## config.mk

```make
export PLATFORM = sky130hd
export DESIGN_NAME = sccb_write_funcmod
export DESIGN_NICKNAME = d
export VERILOG_FILES = /design/src/rtl/sccb_write_funcmod_pkg.sv /design/src/rtl/sccb_write_funcmod_tick.sv /design/src/rtl/sccb_write_funcmod.sv
export SDC_FILE = /design/constraint.sdc
export NUM_CORES = 1
export LEC_CHECK = 0
export CAP_MARGIN = 20
export CORE_ASPECT_RATIO = 1.4
export CORE_MARGIN = 2
export CORE_UTILIZATION = 45
export CTS_BUF_LIST = sky130_fd_sc_hd__clkbuf_2 sky130_fd_sc_hd__clkbuf_4 sky130_fd_sc_hd__clkbuf_8
export DETAILED_ROUTE_END_ITERATION = 16
export DONT_BUFFER_PORTS = 1
export PLACE_DENSITY = 0.67
export SYNTH_ARGS = -nofsm -noshare
export SYNTH_HDL_FRONTEND = slang
export SYNTH_SLANG_ARGS = --single-unit
```

## constraint.sdc

```tcl
create_clock -name CLOCK -period 2.5 [get_ports CLOCK]
set_clock_uncertainty 0.2 [all_clocks]
set_input_delay 0.625 -clock CLOCK [delete_from_list [all_inputs] [get_ports CLOCK]]
set_output_delay 0.625 -clock CLOCK [all_outputs]
set_load 0.01 [all_outputs]
```

## src/rtl/sccb_write_funcmod_pkg.sv

```systemverilog
// sccb_write_funcmod_pkg: shared state encoding, SCCB constants and bus-drive decode for the SCCB write engine
package sccb_write_funcmod_pkg;
  typedef enum logic [2:0] {IDLE, START, BIT, STOP, GAP, WAIT, DONE} stateT;
  typedef struct packed {
    logic c;
    logic d;
    logic oe;
  } busT;
  localparam logic [7:0] SCCB_ID_WRITE = 8'h42;
  localparam logic [7:0] COM7_ADDR = 8'h12;
  localparam int BIT_COUNT = 27;
  localparam int BIT_W = $clog2(BIT_COUNT);
  // Slots 8, 17 and 26 (0-based) are the ack slots that follow each byte.
  function automatic logic isAckBit(input logic [BIT_W-1:0] b);
    return (b == BIT_W'(8)) || (b == BIT_W'(17)) || (b == BIT_W'(26));
  endfunction
  // Pin levels for a given state and quarter; every state not listed idles the bus high.
  function automatic busT busDrive(input stateT s, input logic [1:0] q, input logic ack, input logic b);
    busT r;
    r.c = (s == START) ? (q < 2'd2) : (s == BIT) ? (q == 2'd1 || q == 2'd2) : (s == STOP) ? (q != 2'd0) : 1'b1;
    r.d = (s == START) ? (q == 2'd0) : (s == BIT) ? (ack | b) : (s == STOP) ? q[1] : 1'b1;
    r.oe = !(s == BIT && ack);
    return r;
  endfunction
endpackage

```

## src/rtl/sccb_write_funcmod_tick.sv

```systemverilog
// sccb_tick_gen: quarter-period strobe every CLK_DIV clocks with synchronous restart
//   CLOCK    in  system clock
//   RESET    in  asynchronous active-low reset
//   iRestart in  hold the divider at phase zero
//   oTick    out one-cycle strobe on the last clock of each quarter
module sccb_tick_gen #(
  parameter int CLK_DIV = 250
) (
  input  logic CLOCK,
  input  logic RESET,
  input  logic iRestart,
  output logic oTick
);
  localparam int W = $clog2(CLK_DIV);
  localparam logic [W-1:0] LAST = W'(CLK_DIV - 1);
  logic [W-1:0] count;
  assign oTick = (count == LAST);
  always_ff @(posedge CLOCK or negedge RESET) begin
    if (!RESET) count <= '0;
    else count <= (iRestart || oTick) ? '0 : count + 1'b1;
  end
endmodule

```

## src/rtl/sccb_write_funcmod.sv

```systemverilog
// sccb_write_funcmod: SCCB 3-phase write engine (ID, sub-address, data) behind a call/done handshake
//   CLOCK     in  system clock
//   RESET     in  asynchronous active-low reset
//   iCall     in  write request level, held until oDone
//   iData     in  {register address, register value}, latched on accept
//   oDone     out one-cycle completion pulse
//   oBusy     out high from accept through the oDone cycle
//   oNack     out sticky: some ack slot of the last write sampled high
//   SIO_C     out SCCB clock
//   SIO_D_OUT out SCCB data value
//   SIO_D_OE  out 1 = drive SIO_D_OUT, 0 = release
//   SIO_D_IN  in  SCCB data pin readback
module sccb_write_funcmod
  import sccb_write_funcmod_pkg::*;
#(
  parameter int CLK_DIV = 250,
  parameter logic [7:0] DEV_ID = SCCB_ID_WRITE,
  parameter int RST_WAIT = 100_000
) (
  input  logic        CLOCK,
  input  logic        RESET,
  input  logic        iCall,
  input  logic [15:0] iData,
  output logic        oDone,
  output logic        oBusy,
  output logic        oNack,
  output logic        SIO_C,
  output logic        SIO_D_OUT,
  output logic        SIO_D_OE,
  input  logic        SIO_D_IN
);
  localparam int WW = $clog2(RST_WAIT + 1);
  localparam logic [WW-1:0] WAIT_LAST = WW'(RST_WAIT - 1);
  stateT state, stateN;
  logic [1:0] quarter, quarterN;
  logic [BIT_W-1:0] bitCnt, bitN;
  logic [23:0] shiftReg, shiftN;
  logic [WW-1:0] waitCnt;
  logic softReset, tick, ackBit, lastBit;
  busT busN;
  sccb_tick_gen #(.CLK_DIV(CLK_DIV)) tickGen (
    .CLOCK(CLOCK),
    .RESET(RESET),
    .iRestart(state == IDLE),
    .oTick(tick)
  );
  assign ackBit = isAckBit(bitCnt);
  assign lastBit = (bitCnt == BIT_W'(BIT_COUNT - 1));
  always_comb begin
    stateN = state;
    quarterN = quarter;
    bitN = bitCnt;
    shiftN = shiftReg;
    if (state == IDLE) begin
      quarterN = '0;
      bitN = '0;
      if (iCall) begin
        stateN = START;
        shiftN = {DEV_ID, iData};
      end
    end else if (state == WAIT) begin
      stateN = (waitCnt == WAIT_LAST) ? DONE : WAIT;
    end else if (state == DONE) begin
      stateN = IDLE;
    end else if (tick) begin
      quarterN = quarter + 2'd1;
      if (quarter == 2'd3) begin
        if (state == START) stateN = BIT;
        else if (state == BIT) begin
          // Ack slots carry no payload, so the shift register only advances after data bits.
          shiftN = ackBit ? shiftReg : {shiftReg[22:0], 1'b0};
          bitN = lastBit ? '0 : bitCnt + 1'b1;
          stateN = lastBit ? STOP : BIT;
        end else if (state == STOP) stateN = GAP;
        else stateN = softReset ? WAIT : DONE;
      end
    end
  end
  assign busN = busDrive(stateN, quarterN, isAckBit(bitN), shiftN[23]);
  always_ff @(posedge CLOCK or negedge RESET) begin
    if (!RESET) begin
      state <= IDLE;
      quarter <= '0;
      bitCnt <= '0;
      shiftReg <= '0;
      waitCnt <= '0;
      softReset <= 1'b0;
      oDone <= 1'b0;
      oBusy <= 1'b0;
      oNack <= 1'b0;
      SIO_C <= 1'b1;
      SIO_D_OUT <= 1'b1;
      SIO_D_OE <= 1'b1;
    end else begin
      state <= stateN;
      quarter <= quarterN;
      bitCnt <= bitN;
      shiftReg <= shiftN;
      waitCnt <= (state == WAIT) ? waitCnt + 1'b1 : '0;
      if (state == IDLE && iCall) softReset <= (iData[15:8] == COM7_ADDR) && iData[7];
      oDone <= (stateN == DONE);
      oBusy <= (stateN != IDLE);
      if (state == IDLE && iCall) oNack <= 1'b0;
      else if (state == BIT && ackBit && quarter == 2'd2 && tick && SIO_D_IN) oNack <= 1'b1;
      SIO_C <= busN.c;
      SIO_D_OUT <= busN.d;
      SIO_D_OE <= busN.oe;
    end
  end
endmodule

```

# --- Word level (Yosys, flattened, before mapping) ---
# Index checks and enable logic that the tools add are counted.
word_totals:
  ff_bits: 66
  inputBits: 20
  output_inout_bits: 6
  word_cells: 113
classes:
  add_sub_neg: 4
  magnitude_cmp: 1
  eq_ne: 27
  n_mux: 43
  bitwise: 1
  n_reduce_logical: 23
ops:
  columns: ["op", "n"]
  rows:
  - ["24-bit 2-to-1 mux", 9]
  - ["5-bit 2-to-1 mux", 8]
  - ["3-bit 2-to-1 mux", 8]
  - ["5-bit equality test, second input constant", 4]
  - ["17-bit by 1-bit adder with 17-bit output, second input constant", 1]
  - ["17-bit equality test, second input constant", 1]
  - ["17-bit 2-to-1 mux", 1]
  - ["2-bit 2-to-1 mux", 7]
  - ["3-bit by 2-bit equality test with 1-bit output, second input constant", 4]
  - ["5-bit by 4-bit equality test with 1-bit output, second input constant", 2]
  - ["2-bit nonzero test", 5]
  - ["3-bit equality test, second input constant", 3]
  - ["1-bit 2-to-1 mux", 9]
  - ["8-bit by 1-bit adder with 8-bit output, second input constant", 1]
  - ["8-bit by 5-bit equality test with 1-bit output, second input constant", 1]
  - ["8-bit equality test, second input constant", 1]
  - ["8-bit 2-to-1 mux", 1]
  - ["2-bit by 1-bit inequality test with 1-bit output, second input constant", 4]
  - ["8-bit AND reduction", 1]
  - ["1-bit logical AND", 7]
  - ["2-bit equality test, second input constant", 3]
  - ["3-bit by 1-bit equality test with 1-bit output, second input constant", 2]
  - ["1-bit logical OR", 6]
  - ["5-bit by 1-bit adder with 5-bit output, second input constant", 1]
  - ["other kinds (9)", 9]

# --- Logic depth before layout (Yosys ltp) ---
# Gate-level depths: netlist of run 1.
depth:
  depth_word: 15
  ltp_mapped: 12
  mapped_depth_nobuf: 12

# --- By module ---
# From an unflattened synthesis of run 1, not the netlist that was laid out.
hier_totals:
  cells_unflattened: 333
  area_unflattened_um2: 3400.8
by_module_without_submodules:
  columns: ["module", "instances", "cells_per_inst", "area_per_inst_um2", "seq_area_each_um2"]
  rows:
  - ["sccb_write_funcmod", 1, 292, 2977.9, 1455.1]
  - ["sccb_tick_gen", 1, 41, 422.9, 200.2]

# --- Least setup slack after synthesis of run 1 ---
# OpenSTA, ideal clock, no wires.
synth_timing:
  kind: "flip-flop to flip-flop"
  start: "register tickGen.count[0]"
  end: "register SIO_C"
  t_arrival_ps: 2158
  required_ps: 2222
  slack_ps: 64
  path_stages_with_launch: 12
  synth_period_minus_slack_ps: 2436
  cell_sequence: "dfrtp_1 > ha_1 > and3b_1 > and2_1 > nand2_1 > a21oi_1 > a2111o_1 > ha_1 > inv_1 > mux2i_1 > mux2i_1 > nand2_1"
synth_lines:
  columns: ["element", "line", "rtl"]
  rows:
  - ["start: declaration", "sccb_write_funcmod_tick.sv:16", "logic [W-1:0] count;"]
  - ["start signal: assignment", "sccb_write_funcmod_tick.sv:20", "else count <= (iRestart || oTick) ? '0 : count + 1'b1;"]
  - ["end signal: assignment", "sccb_write_funcmod.sv:105", "SIO_C <= busN.c;"]
  - ["end: declaration", "sccb_write_funcmod.sv:27", "output logic SIO_C,"]

==> results.md, run 1 <==
- Worst Setup Path Type: flop to flop
- Wire length of the first global-routing pass: 12.1 mm
- Most instantiated cells after synthesis: 67 x sky130_fd_sc_hd__nand2_1, 63 x sky130_fd_sc_hd__dfrtp_1, 37 x sky130_fd_sc_hd__nor2_1
- Placed cell area: 0.00360 sq mm
- Largest area contributor in the synthesized netlist: sky130_fd_sc_hd__dfrtp_1
- Via count of the first global-routing pass: 2612
- Pin count of the biggest net entering global routing: 67
- Vias per Instance: 5.44
- Arr. time, crit path: 2640 ps
- Hold Path Sink: softReset$_DFFE_PN0P_
- # port buffers: 0
- Max-Cap Viols: 0
- Register bit count reported by yosys: 66
- Critical path's most frequent cell: sky130_fd_sc_hd__nand4b_1
- Overall die area: 0.00825 sq mm
- Worst setup SP type: flop
- Reg-to-reg endpoint: SIO_D_OE$_DFF_PN1_
- Global-route usage over all layers: 18.8%
- Worst setup timing slack at the placement stage: -57.1 ps
- Max Fclk: 392 MHz
- Post-synthesis instance total: 363
- Violations in the final reports: negative setup slack
- Most used flip-flop cell after synthesis: sky130_fd_sc_hd__dfrtp_1
- Clock insertion delay at the later pin of the skew report: 350 ps
- Detailed-router iteration count before antenna repair: 5
- Clock edge transition at the registers on the reported setup and hold paths: 70 ps
- Number of design rule violations left after detail routing: 0
- CP max stage cell: sky130_fd_sc_hd__or4_4
- Maximum clock path buffer count: 2
- Leak Pwr: 1.75 nW
- Net total in the final layout: 418
- Count of distinct cell types in the synthesized netlist: 53
- First-iteration detailed-routing DRC count: 186
- Number of antenna violations at the first check in global routing: 0
- Boundary Pins: 26
- Post-synth top area share: 46.5%
- Portion of the clock cycle consumed by the worst path in the final layout: 102%
- List of cells traversed by the critical path: inv_1 -> ha_2 -> nand4b_1 -> o211ai_1 -> o311ai_2 -> or4_4 -> o31ai_2 -> nand4b_1 -> buf_4
- Post-synthesis sequential area ratio: 48.9%
- Unrepaired setup endpoints after global routing: yes
- Count of antenna-violating nets left after detailed routing: 0
- Total number of clock tree sinks: 66
- Mean Syn Cell Area: 9.33 sq um
- DIE WIDTH: 77.3 um
- Status: finished, violations left
- Post-detail-place hpwl: 4.90 mm
- Diodes inserted: 0
- Number of synthesis warnings: 0
- CTS tree: built
- DR WL/cell: 14.8 um
- Area growth, synth to finish: 17.6%
- TritonCTS buffer count: 9
- Core occupancy in the finished layout: 54.5%
- Synth area leaders: sky130_fd_sc_hd__dfrtp_1 47%, sky130_fd_sc_hd__nand2_1 7.4%, sky130_fd_sc_hd__nor2_1 4.1%
- Largest fanout on the critical path: 5
- Fillcell total: 719
- Crit path time final: 2550 ps
- Largest stage delay, worst path: 510 ps
- Max_slew headroom: 73.5%
- Sum of routed wire length over all layers: 7.24 mm
- Type of element capturing the critical path: flop
- Root buffer cell: sky130_fd_sc_hd__clkbuf_8
- Logic depth of the worst register-to-register path: 9
- Final std cell area, no fill: 0.00398 sq mm
- Pwr Total: 2.12 mW
- Fin. Hold Viols: 0
- Most common cell in the synthesized netlist: sky130_fd_sc_hd__nand2_1
- Synthesized Nets: 393
- Global route overflow: 0
- Setup ws final: -50.0 ps
- Number of failing setup endpoints in the final timing report: 2
- Number of enable flip-flop cells after synthesis: 0
- CTS H-tree lvls: 3
- Area of the core: 0.00731 sq mm
- Slew Viols, Final: 0
- Crit Reg-Reg Startpoint: tickGen.count[1]$_DFF_PN0_
- Data required time at the worst endpoint: 2590 ps
- Cell area after synthesis: 0.00339 sq mm
- Final GP Congestion: 0.899
- Flop2flop setup slack: -50 ps
- Initial core utilization: 46.3%
- Worst VDD drop: 367 uV
- Startpoint of the tightest hold check path: iData[13]
- Slew at the pin closest to its max-slew limit: 394 ps
- Share of post-route cells with drive strength above 1: 17.0%
- Cell area power density: 532 mW/mm^2
- Std cell rows: 37
- Vertical die dimension: 107 um
- Kind of path behind the tightest hold check: input pin to flop
- Worst Hold Margin: 171 ps
- Share of async-settable or async-resettable flops after synthesis: 100%
- Cell count of the worst hold path: 1
- Routed vias: 2665
## repair_timing
action	4_1_cts	5_1_grt
hold buffers	2	0
hold endpoints to repair	66	0
endpoints found under the setup margin	16	15
pin swaps	2	8
setup buffers	0	7
resized for setup	2	13
## worst max path at each step
stage,end,cells after the start,startpoint,slack [ps]
2_1_floorplan,SIO_C$_DFF_PN1_,11,tickGen.count[0]$_DFF_PN0_,60
3_3_place_gp,SIO_D_OUT$_DFF_PN1_,8,quarter[1]$_DFF_PN0_,-30
3_5_place_dp,SIO_D_OUT$_DFF_PN1_,8,quarter[1]$_DFF_PN0_,-60
4_1_cts,SIO_D_OUT$_DFF_PN1_,8,quarter[1]$_DFF_PN0_,-40
5_1_grt,SIO_D_OE$_DFF_PN1_,9,tickGen.count[1]$_DFF_PN0_,-140
6_report,SIO_D_OE$_DFF_PN1_,9,tickGen.count[1]$_DFF_PN0_,-50
## flip-flops by register name (all words and copies together) (netlist names)
name and count:
SIO_D_OUT 1, SIO_D_OE 1, softReset 1, oDone 1, tickGen.count 8, quarter 2
waitCnt 17, SIO_C 1, oBusy 1, bitCnt 5, shiftReg 24, state 3
oNack 1
## per-stage QoR
stage | std cells | setup TNS [ps]
6_report | 490 | -78.3
5_1_grt | 490 | -330
4_1_cts | 483 | -42.7
3_5_place_dp | 465 | -304
3_3_place_gp | 465 | -28.1
2_1_floorplan | 363 | 0
## routing by layer
metal	global-route usage (%)	routed length (um)	share of wire, %	vias up
met5	0	0	0	-
met4	12.8	295	4.1	0
met3	3.20	245	3.4	20
met2	29.8	3690	51	58
met1	23.4	3010	42	1269
li1	-	-	-	1318
## power by group
group	internal, mW	total (mW)	switching [mW]	leakage (nW)
combinational	0.00673	0.0272	0.0205	0.788
clock	0.634	1.02	0.389	0.119
sequential	1.07	1.07	0	0.838
total	1.71	2.12	0.409	1.75
## logic make-up (layout without fill, tap and decap cells)
group / after synthesis / count (layout) / synth area share, %
AOI/OAI and AO/OA: 68 / 68 / 13.3
xor gates and xnor gates: 18 / 18 / 4.65
adders and majority gates: 10 / 10 / 3.69
buffers and inverters: 29 / 59 / 3.51
DFF: 66 / 66 / 48.9
muxes: 7 / 7 / 2.07
and+or+nand+nor: 165 / 165 / 23.9
## placed cells by master, fill, tap and decap left out, types with 10 or more instances in the layout
cell type,synthesis,layout
sky130_fd_sc_hd__inv_1,14,14
sky130_fd_sc_hd__clkbuf_8,0,10
sky130_fd_sc_hd__o21ai_0,17,17
sky130_fd_sc_hd__dfrtp_1,63,62
sky130_fd_sc_hd__xor2_1,11,11
sky130_fd_sc_hd__a22oi_1,15,15
sky130_fd_sc_hd__nand3_1,14,14
sky130_fd_sc_hd__buf_4,0,27
sky130_fd_sc_hd__nand2_1,67,66
sky130_fd_sc_hd__a21oi_1,11,10
sky130_fd_sc_hd__nor2_1,37,35
## worst max-delay path: cells and delay by family (launching register included)
| kind | cells | cell delay, ps |
|---|---|---|
| AOI/OAI and AO/OA | 3 | 520 |
| adders and majority gates | 1 | 170 |
| buffers and inverters | 2 | 250 |
| DFF | 1 | 380 |
| and+or+nand+nor | 3 | 970 |
## area by class of cell
class / count / area, sq um / share of cell area (%)
Multi-Input combinational cell: 268 / 1690 / 42.3
Sequential cell: 66 / 1660 / 41.6
Timing Repair Buffer: 29 / 240 / 6.03
Clock buffer: 14 / 168 / 4.21
Tap cell: 97 / 121 / 3.05
Clock inverter: 2 / 60.1 / 1.51
Inverter: 14 / 52.6 / 1.32
Power figures use the tool's default switching activity.
==> run 2, diff against run 1 <==
--- a/config.mk
+++ b/config.mk
@@ -5,7 +5,6 @@
 export SDC_FILE = /design/constraint.sdc
 export NUM_CORES = 1
 export LEC_CHECK = 0
-export CAP_MARGIN = 20
 export CORE_ASPECT_RATIO = 1.4
 export CORE_MARGIN = 2
 export CORE_UTILIZATION = 45
==> results of run 2 <==
Final layout, timing and power as in run 1 (identical DEF).
==> RTL edit 1, RTL diff (settings of run 1) <==
Encoding of `stateT`: now Gray code (3 bits for 7 states).
--- a/src/rtl/sccb_write_funcmod_pkg.sv
+++ b/src/rtl/sccb_write_funcmod_pkg.sv
@@ -2,3 +2,3 @@
 package sccb_write_funcmod_pkg;
-  typedef enum logic [2:0] {IDLE, START, BIT, STOP, GAP, WAIT, DONE} stateT;
+  typedef enum logic [2:0] {IDLE = 3'b000, START = 3'b001, BIT = 3'b011, STOP = 3'b010, GAP = 3'b110, WAIT = 3'b111, DONE = 3'b101} stateT;
   typedef struct packed {
Behaviour: no difference found for any inputs over 10 cycles, from zero or initial values and one cycle with RESET low; not proved beyond that.
==> RTL edit 1 against run 1 <==
Die area up 2.6%. Final area increased by 0.44%. Area after synthesis grew 2.7%. Power increased by 1.9%. Cell count fell by 1.2%. Sequential cell count did not move. Worst setup slack improved by 110 ps. Wire length increased by 2.8%. Highest routed layer unchanged.
==> RTL edit 1: results (changes against run 1) <==
| Metric | Value |
|---|---|
| Hold/Removal Path Class | `in2reg` |
| Cell Area, Placed | `3690 sq um (+2.7%)` |
| Mean Syn Cell Area | `9.59 sq um (+2.7%)` |
| Top cells by area, synth | `dfrtp_1, nand2_1, nor2_1, ha_1, mux2i_1` |
| Crit path max-delay cell type | `dfrtp_1` |
| Dpl hpwl | `5270 um (+7.7%)` |
| Total GRT Usage | `18.9% (+0.18 points)` |
| First-pass GRT wire length | `12300 um (+1.9%)` |
| Pre-CTS setup slack | `-3.41 ps (+53.7 ps)` |
| Inserted Diodes | `0 (unchanged)` |
| Grt met3 use | `5.59% (+2.4 points)` |
| Internal | `1.74 mW (+1.7%)` |
| Synth top cells by count | `dfrtp_1, nand2_1, nor2_1` |
| Clock latency on the worst-skew pair | `350 ps (about the same)` |
| Synth cell types | `54 (+1.9%)` |
| GPL Wtd Cong | `0.903 (+0.53%)` |
| Register area share after synthesis | `47.6% (-1.3 points)` |
| Worst-path maximum fanout | `3 (-2)` |
| Drt pass-1 iters | `4 (-1)` |
| Met1 GRT Util | `22.6% (-0.74 points)` |
| Area Growth Syn to Fin | `15.0%` |
| Initial DRC Count | `200 (+7.5%)` |
| Critical path's largest stage delay | `400 ps (-110 ps)` |
| GR Util met2 | `30.7% (+0.98 points)` |
| Dpl cells | `466 (+0.22%)` |
| Number of fill cells | `686 (-4.6%)` |
| Vias per inst | `5.55 (+2.1%)` |
| Final #Nets | `412 (-1.4%)` |
| Worst slew pin tran | `567 ps (+173 ps)` |
| Layout cells sized above 1 | `16.3% (-0.77 points)` |
| Peak VDD IR | `0.372 mV (+1.5%)` |
| WL final | `7440 um (+2.8%)` |
| Run status | `completed` |
## RTL edit 1: cell families (layout without fill, tap and decap cells)
logic type | after synthesis | in the layout | share of synthesized area, %
buffers and inverters | 26 | 50 | 3.52
xor gates and xnor gates | 22 | 22 | 5.54
muxes | 13 | 13 | 3.92
adders and majority gates | 10 | 10 | 3.59
DFF | 66 | 66 | 47.6
and+or+nand+nor | 166 | 166 | 23.8
AOI/OAI and AO/OA | 60 | 60 | 12.1
## RTL edit 1: timing repair
item / 4_1_cts / 5_1_grt
endpoints found under the hold margin: 66 / 0
resized for setup: 3 / 7
hold buffers: 2 / 0
pin swaps: 0 / 4
setup endpoints to repair: 1 / 13
## RTL edit 1: metrics by stage
| step | TNS, ps | hold WS, ps |
|---|---|---|
| floorplan | 0 | 129 |
| global placement | 0 | 131 |
| detailed placement | -3.41 | 130 |
| CTS | 0 | 152 |
| global route | -5.50 | 160 |
| finish | 0 | 172 |
## RTL edit 1: area by class of cell
cell class / instances / area share, %
Clock inverter: 2 / 1.50
Inverter: 12 / 1.13
Multi-Input combinational cell: 271 / 43.6
Clock buffer: 14 / 4.35
Tap cell: 97 / 3.03
Timing Repair Buffer: 22 / 5.00
Sequential cell: 66 / 41.4
## RTL edit 1: critical path, delay by kind of cell (launching register included)
family | cells | cell delay, ps
simple gates | 4 | 790
compound gates | 3 | 430
fa+ha+maj | 2 | 410
flops | 1 | 400
xor+xnor | 1 | 80
buf+inv | 1 | 70
## RTL edit 1: path summary, 6_finish.rpt
path | end | slack [ps] | depth (start not counted)
max in group asynchronous | SIO_D_OE$_DFF_PN1_ | 1170 | 2
worst max register to register | SIO_C$_DFF_PN1_ | 60 | 11
min in group asynchronous | state[1]$_DFF_PN0_ | 620 | 2
worst min-delay path | softReset$_DFFE_PN0P_ | 170 | 1
worst max-delay path | SIO_C$_DFF_PN1_ | 60 | 11
worst min register to register | shiftReg[12]$_DFFE_PN0P_ | 280 | 2
## RTL edit 1: power by group through the flow
stage | Clock (mW) | Combinational (mW) | Sequential (mW)
floorplan | 0 | 0.00836 | 1.10
global placement | 0 | 0.00921 | 1.10
detailed placement | 0 | 0.00970 | 1.10
CTS | 1.07 | 0.0379 | 1.08
global route | 1.12 | 0.0426 | 1.08
finish | 1.04 | 0.0358 | 1.08
## RTL edit 1: layer usage
metal / share of wire, % / wire [um]
met5: 0 / 0
met1: 44 / 3290
met4: 2.5 / 189
met2: 49 / 3650
met3: 4.1 / 308
==> RTL edit 2, RTL diff (config.mk and constraints of run 1) <==
Without the edit above. Set the parameter `RST_WAIT` to 200_000 (it was 100_000).
--- a/src/rtl/sccb_write_funcmod.sv
+++ b/src/rtl/sccb_write_funcmod.sv
@@ -17,3 +17,3 @@
   parameter logic [7:0] DEV_ID = SCCB_ID_WRITE,
-  parameter int RST_WAIT = 100_000
+  parameter int RST_WAIT = 200_000
 ) (
Formal check against the unedited RTL: same outputs for any inputs over 10 cycles, from zero or initial values and one cycle with RESET low; that may be too few to reach the edited logic, so the function may still have changed.
==> RTL edit 2 against run 1 <==
The flow still finishes with violations (setup timing). Die area grew 1.8%. Sequential share of layout area shrank 1.4 points. Hold slack gained 4.3 ps. Final area grew 4.9%. Wire length grew 2.4%. Sequential cell count grew 1. Synthesized cell count grew 0.83%. Count of clock-buffer cells in the layout shrank 4. Critical path depth grew 3. Area after synthesis grew 1.9%. Worst setup slack lost 6.1 ps. Via count grew 3.2%. Critical path type unchanged. Critical endpoint is now SIO_D_OUT$_DFF_PN1_. Largest cell class unchanged.
Power is not compared: it rests on default switching activity, and its combinational part moved more than twofold at a synthesized area within 25%.
==> RTL edit 2: results (changes against run 1) <==
| Metric | Value |
|---|---|
| Final setup TNS | `-56.1 ps (+22.2 ps)` |
| Violated checks | `setup timing` |
| RR Startpoint | `tickGen.count[0]$_DFF_PN0_` |
| Crit path to | `SIO_D_OUT$_DFF_PN1_` |
| Non-clk bufs | `44 (+52%)` |
| R2R cell count | `12 (+3)` |
| Largest net degree at the start of global routing | `68 (+1.5%)` |
| Met1 wire length | `3180 um (+5.9%)` |
| Initial DRC Count | `109 (-41%)` |
| Met3 WL | `327 um (+33%)` |
| # setup viols final | `1 (-1)` |
| Synth Area in Adders | `3.62% (-0.070 points)` |
| Synth Area in Compound Gates | `12.2% (-1.0 points)` |
| Cell Area, Placed | `3810 sq um (+5.8%)` |
| Non-Clock Buffer Area Fraction | `8.54% (+2.5 points)` |
| Run status | `finished, violations left` |
| Final clock-cell share | `5.99% (+0.27 points)` |
| Dpl hpwl | `5210 um (+6.4%)` |
| Layout cells sized above 1 | `20.7% (+3.7 points)` |
| Number of fill cells | `654 (-9.0%)` |
| Multi-input gates | `266 (-0.75%)` |
| WP data arrival | `2650 ps (about the same)` |
| Setup ws final | `-56.1 ps (-6.12 ps)` |
| Non-CTS inverters | `17 (+3)` |
| Top cells by area, synth | `dfrtp_1, nand2_1, nor2_1, ha_1, xor2_1` |
| Vias in the first global route | `2893 (+11%)` |
| Drt pass-1 iters | `4 (-1)` |
| First-pass GRT wire length | `13200 um (+9.0%)` |
| Reg area | `1680 sq um (+1.4%)` |
| Fraction of area in multi-input gates | `40.8% (-1.5 points)` |
| Worst-path maximum fanout | `4 (-1)` |
| Clock Sinks | `67 (+1.5%)` |
| Met1 GRT Util | `24.4% (+0.99 points)` |
| Final #Nets | `435 (+4.1%)` |
| Vias per inst | `5.43 (-0.23%)` |
| GR Util met2 | `33.7% (+4.0 points)` |
| Register area share after synthesis | `48.7% (-0.20 points)` |
## RTL edit 2: changes by cell type in the layout (fill, tap and decap cells not counted), moves of 3 or more
cell and change:
mux2_2 +3, xor2_1 +3, clkbuf_4 -4, inv_1 +3, nand2_1 -7, nand3_1 +6, buf_4 +14, mux2i_1 -3
o21ai_0 -13, o21ai_1 +8, a311o_1 +3
## RTL edit 2: per-stage QoR
stage / hold slack (ps) / power [mW] / utilization (%) / std cells / setup WS, ps
final: 175 / 3.21 / 56.4 / 507 / -56.1
after global routing: 169 / 3.41 / 56.4 / 507 / -155
after CTS: 166 / 3.22 / 55.9 / 505 / -69.0
after detailed placement: 131 / 2.07 / 51.4 / 484 / -109
after global placement: 132 / 2.04 / 51.4 / 484 / -42.6
after floorplan: 129 / 1.82 / - / 366 / 11.3
## RTL edit 2: repair_timing
action                                  CTS  global route
hold buffers                              2             0
gates cloned                              0             0
resized for setup                         5             6
hold endpoints to repair                 67             0
endpoints found under the setup margin    7             4
pin swaps                                 2             6
buffers inserted                          3             2
## RTL edit 2: worst max-delay path, stage by stage, from the launching register on
cell	delay (ps)
dfrtp_1	390
ha_1	210
nand4b_1	170
buf_4	160
nor2_4	40
buf_4	140
a311o_1	340
nand3_2	110
o21ai_2	70
inv_1	100
mux2_2	340
nand4_1	90
o41a_2	140
## RTL edit 2: cells by family after synthesis
family,count (synthesis)
multiplexers,8
XOR/XNOR,22
buffers and inverters,33
adder cells (fa/ha/maj),10
AND/OR/NAND/NOR,167
AO/OA/AOI/OAI,59
flip-flops,67
## RTL edit 2: report_power, final
| group | switching, mW | total [mW] | internal, mW |
|---|---|---|---|
| Sequential | 0.0935 | 1.35 | 1.25 |
| Clock | 0.422 | 1.11 | 0.691 |
| Combinational | 0.435 | 0.747 | 0.312 |
| Total | 0.951 | 3.21 | 2.26 |
